<file path="config.mk">
export PLATFORM = sky130hd
export DESIGN_NAME = alarm_annunciator
export DESIGN_NICKNAME = d
export VERILOG_FILES = /design/src/rtl/alarm_annunciator.sv
export SDC_FILE = /design/constraint.sdc
export NUM_CORES = 1
export LEC_CHECK = 0
export CAP_MARGIN = 20
export CORE_AREA = 2 2 45 57
export CTS_BUF_LIST = sky130_fd_sc_hd__clkbuf_16
export CTS_CLUSTER_DIAMETER = 200
export CTS_CLUSTER_SIZE = 12
export DETAILED_ROUTE_END_ITERATION = 6
export DIE_AREA = 0 0 47 59
export PLACE_DENSITY = 0.74
export SLEW_MARGIN = 20
export SYNTH_ARGS = -nofsm -noshare
export SYNTH_HDL_FRONTEND = slang
export SYNTH_HIERARCHICAL = 1
export SYNTH_SLANG_ARGS = --single-unit
</file>
<file path="constraint.sdc">
create_clock -name CLK -period 1.25 [get_ports CLK]
set_input_delay 0.25 -clock CLK [delete_from_list [all_inputs] [get_ports CLK]]
set_output_delay 0.25 -clock CLK [all_outputs]
set_load 0.01 [all_outputs]
</file>
<file path="src/rtl/alarm_annunciator.sv">
// N-channel alarm annunciator: per-channel sync, persistence filter, ack and
// optional latching of unacknowledged returns, with horn/count/first-out aggregates.
module alarm_ch #(
    parameter int PERSIST = 4,
    parameter int LATCH   = 1
) (
    input  logic CLK,
    input  logic reset_n,
    input  logic e,
    input  logic ack,
    output logic alarm,
    output logic unack
);
    localparam int PW = $clog2(PERSIST + 1);
    localparam logic [PW-1:0] CNT_LAST = PW'(PERSIST - 1);

    // Encoding puts alarm/unack directly in state bits [1:0], so outputs are pure flops.
    typedef enum logic [2:0] {
        IDLE   = 3'b000,
        PEND   = 3'b100,
        ACTIVE = 3'b011,
        ACKED  = 3'b010,
        RTN    = 3'b001
    } state_t;

    state_t        state;
    logic [PW-1:0] cnt;

    always_ff @(posedge CLK or negedge reset_n) begin
        if (!reset_n) begin
            state <= IDLE;
            cnt   <= '0;
        end else begin
            case (state)
                IDLE: if (e) begin
                    if (PERSIST == 1) state <= ACTIVE;
                    else begin
                        state <= PEND;
                        cnt   <= PW'(1);
                    end
                end
                PEND: begin
                    if (!e) begin
                        state <= IDLE;
                        cnt   <= '0;
                    end else if (cnt == CNT_LAST) begin
                        state <= ACTIVE;
                        cnt   <= '0;
                    end else begin
                        cnt <= cnt + PW'(1);
                    end
                end
                ACTIVE: begin
                    if (!e)       state <= (LATCH != 0 && !ack) ? RTN : IDLE;
                    else if (ack) state <= ACKED;
                end
                ACKED: if (!e) state <= IDLE;
                RTN: begin
                    if (e)        state <= ack ? ACKED : ACTIVE;
                    else if (ack) state <= IDLE;
                end
                default: begin
                    state <= IDLE;
                    cnt   <= '0;
                end
            endcase
        end
    end

    assign alarm = state[1];
    assign unack = state[0];
endmodule

module alarm_annunciator #(
    parameter int N_CH        = 3,
    parameter int PERSIST     = 4,
    parameter int SYNC_STAGES = 2,
    parameter int LATCH       = 1,
    parameter int CW          = $clog2(N_CH + 1),
    parameter int IW          = (N_CH > 1) ? $clog2(N_CH) : 1
) (
    input  logic            CLK,
    input  logic            reset_n,
    input  logic [N_CH-1:0] alm_in,
    input  logic [N_CH-1:0] mask,
    input  logic            ack,
    output logic [N_CH-1:0] alarm_o,
    output logic [N_CH-1:0] unack_o,
    output logic            horn,
    output logic [CW-1:0]   active_cnt,
    output logic            first_vld,
    output logic [IW-1:0]   first_idx
);
    logic [N_CH-1:0] alm_s;
    logic [N_CH-1:0] eff;

    generate
        if (SYNC_STAGES == 0) begin : g_nosync
            assign alm_s = alm_in;
        end else begin : g_sync
            logic [SYNC_STAGES-1:0][N_CH-1:0] sync_pipe;
            always_ff @(posedge CLK or negedge reset_n) begin
                if (!reset_n) sync_pipe <= '0;
                else begin
                    sync_pipe[0] <= alm_in;
                    for (int s = 1; s < SYNC_STAGES; s++) sync_pipe[s] <= sync_pipe[s-1];
                end
            end
            assign alm_s = sync_pipe[SYNC_STAGES-1];
        end
    endgenerate

    assign eff = alm_s & ~mask;

    generate
        for (genvar i = 0; i < N_CH; i++) begin : g_ch
            alarm_ch #(.PERSIST(PERSIST), .LATCH(LATCH)) u_ch (
                .CLK     (CLK),
                .reset_n (reset_n),
                .e       (eff[i]),
                .ack     (ack),
                .alarm   (alarm_o[i]),
                .unack   (unack_o[i])
            );
        end
    endgenerate

    // Descending scan: the lowest unacknowledged index is written last and wins.
    always_comb begin
        active_cnt = '0;
        first_vld  = 1'b0;
        first_idx  = '0;
        for (int i = N_CH - 1; i >= 0; i--) begin
            active_cnt = active_cnt + CW'(alarm_o[i]);
            if (unack_o[i]) begin
                first_vld = 1'b1;
                first_idx = IW'(i);
            end
        end
    end

    assign horn = |unack_o;
endmodule

</file>
==> impl_results.md <==
- Status: finished with violations
- Failing checks: negative setup slack
- Placed cell area: 1370 µm²
- Num CTS Buffers: 3
- Longest Clk Path Bufs: 2
- Post-synthesis area per instance: 12.2 µm²
- Estimated wirelength of the detail-placed design: 1.39 mm
- Hold-critical path endpoint: alm_s[0]
- Slew @ Worst Pin: 0.312 ns
- Hold_sp: g_sync.sync_pipe[0]
- WL/cell: ~14 µm
- PwrDens: 1090 nW/µm²
- Die H: around 59 µm
- CTS clock-pin slew for the worst setup and hold paths: 0.06 ns
- Antenna Nets Post-Route: 0
- Vias: 803
- Worst vdd ir: 0.999 mV
- CP max FO: 2
- Tcrit/Tclk final: 1.24
- Commonest non-fill, non-tap cells in the layout: dfrtp_1, buf_6, buf_4
- WP data required: 1.00 ns
- Hold Path Class: flip-flop to flip-flop
- # IOs: 21
- Reg2reg start: g_ch[1].u_ch/state[1]
- Min setup slack post-route: -0.300 ns
- Initial antenna violation count: 0
- FILL cells: about 150
- Final wirelength: about 2.2 mm
- WHS Path Cells: 0
- R2R depth: 6
- Syn_nets: 99
- Pleak: 0.767 nW
- Crit. End Element: output port
- Fin crit period: 1.55 ns
- Fraction of layout cells with a size suffix above 1: 0.400
- Grt total ovfl: 0
- Unrepaired setup endpoints after global routing: true
- Synth cell types: 18
- Worst Path Buf+Inv: 1
- Hold buffers post-CTS: 0
- Max-Cap Viols: 0
- Routed vias/inst: 4.99
- Die Area: roughly 2800 µm²
- CP max stage delay: roughly 0.53 ns
- CP Class: flip-flop to output port
- Number of global-route vias before repair: 828
- ANT cells: 0
- # clock sinks: 24
- Nets: 144
- Worst R2R Setup Slack: -0.16 ns
- # H-tree levels: 1
- Dpl ws: -0.464 ns
- Setup TNS: -2.82 ns
- Leading cell type in the layout, fill and taps excluded: dfrtp_1
- #FFs+latches synth: 24
- CTS Root Cell: clkbuf_16
- Post-layout util: 0.729
- Area delta synth->final: 52.5%
- Post-route cell area: 1600 µm²
- Placed Instances: 147
- Hold Vio Cnt, Final: 0
- Final setup fails: 20
- TritonRoute pass-1 iters: 4
- Initial core utilization: 0.478
- Fin. max-slew vios: 0
- Die width: between 40 and 50 µm
- Iter 0 DRT Violations: 7
- CP max-delay cell: fa_1
- Cell family with most CP delay: adder cells
- Sequential share of the synthesized area: 0.574
- TritonCTS clock tree: yes
- Synth Warn #: 6
- Row count: 19
- Core box area: 2190 µm²
- Total Routing Usage GR: 0.173
- Post-Syn Area: 1050 µm²
- Reg2Reg Capture Point: g_ch[1].u_ch/cnt[2]
- CP Launch Type: flip-flop
- Port bufs: 20
- Crit path DAT: 1.30 ns
- GPL Wtd Cong: 0.713
- Largest net degree at the start of global routing: 25
- Non-filler cells, final: 161
- Clk_skew: around 0.0044 ns
- F_max: 0.645 GHz
- Mapped Cells: 86
- Residual DRC: 0
- Global-route wire length before repair: 3.48 mm
- Crit path cell chain: fa_1 -> buf_2
- Worst rel slew slack: 0.792
- Worst skew pair latency: 0.25 ns
registers in the layout, indices dropped and copies added, names as in the netlist:
name / cells
g_ch.u_ch/state: 9
alm_s: 3
g_sync.sync_pipe: 3
g_ch.u_ch/cnt: 9
synthesized netlist by cell type:
master | number | area (µm²)
dfrtp_1 | 24 | 601
o21ai_0 | 11 | 55.1
nor2_1 | 7 | 26.3
nor2b_1 | 7 | 43.8
o21a_1 | 6 | 45.0
nand2b_1 | 5 | 31.3
nand3_1 | 5 | 25.0
a21boi_0 | 3 | 22.5
ha_1 | 3 | 37.5
nor3b_4 | 3 | 56.3
or2b_1 | 3 | 22.5
and3b_1 | 2 | 17.5
or3_1 | 2 | 12.5
a22o_1 | 1 | 8.76
and3b_2 | 1 | 10.0
fa_1 | 1 | 20.0
nand2_1 | 1 | 3.75
nor3b_1 | 1 | 7.51
worst reg2reg max path: stages, from the launching register on:
cell and delay, ns:
dfrtp_1 0.41, buf_6 0.13, buf_6 0.10, buf_6 0.12, nor3b_4 0.28, and3b_1 0.20
o21a_1 0.12
final cells by class:
| class | count | area [µm²] | area share |
|---|---|---|---|
| Timing Repair Buffer | 40 | 384 | 0.241 |
| Multi-Input combinational cell | 62 | 492 | 0.308 |
| Tap cell | 31 | 38.8 | 0.0243 |
| Sequential cell | 24 | 602 | 0.377 |
| Clock inverter | 1 | 3.75 | 0.00235 |
| Clock buffer | 3 | 75.1 | 0.0471 |
cells by family (layout without fill, tap and decap cells):
kind of cell,after synthesis,after routing,synth area share
and+or+nand+nor,37,37,0.245
DFF,24,24,0.574
AOI/OAI and AO/OA,21,21,0.126
adders and majority gates,4,4,0.0550
buffers and inverters,0,44,0
metal layers:
layer | wire length (µm) | GRT usage
met1 | 891 | 0.206
met3 | 66 | 0.0274
met2 | 1200 | 0.307
met4 | 19 | 0.0595
met5 | 0 | 0
power breakdown:
part / internal [mW] / leakage, nW / switching [mW] / total [mW]
Combinational: 0.123 / 0.421 / 0.0900 / 0.213
Clock: 0.426 / 0.0385 / 0.238 / 0.665
Sequential: 0.826 / 0.307 / 0.0411 / 0.867
Total: 1.38 / 0.767 / 0.370 / 1.74
timing repair:
action,in CTS,in global routing
endpoints found under the hold margin,0,0
setup buffers,11,4
gates resized for setup,65,23
endpoints found under the setup margin,13,24
pin swaps,6,11
worst max-delay path by stage:
stage,slack (ns),from,cells past startpoint,end
finish,-0.30,g_ch[2].u_ch/state[1],2,active_cnt[0]
global route,-0.36,g_ch[2].u_ch/state[1],2,active_cnt[0]
CTS,-0.31,g_ch[2].u_ch/state[1],2,active_cnt[0]
detailed placement,-0.46,g_ch[0].u_ch/state[1],2,active_cnt[0]
global placement,-0.45,g_ch[0].u_ch/state[1],2,active_cnt[0]
floorplan,-0.03,g_ch[0].u_ch/state[1],1,active_cnt[0]
per-stage QoR:
step / hold slack (ns) / total power [mW]
finish: 0.351 / 1.74
floorplan: -0.0456 / 0.967
global route: 0.365 / 1.84
CTS: 0.353 / 1.75
detailed placement: 0.336 / 1.06
global placement: 0.332 / 1.05
Note: power is estimated with default switching activity, not from simulation.
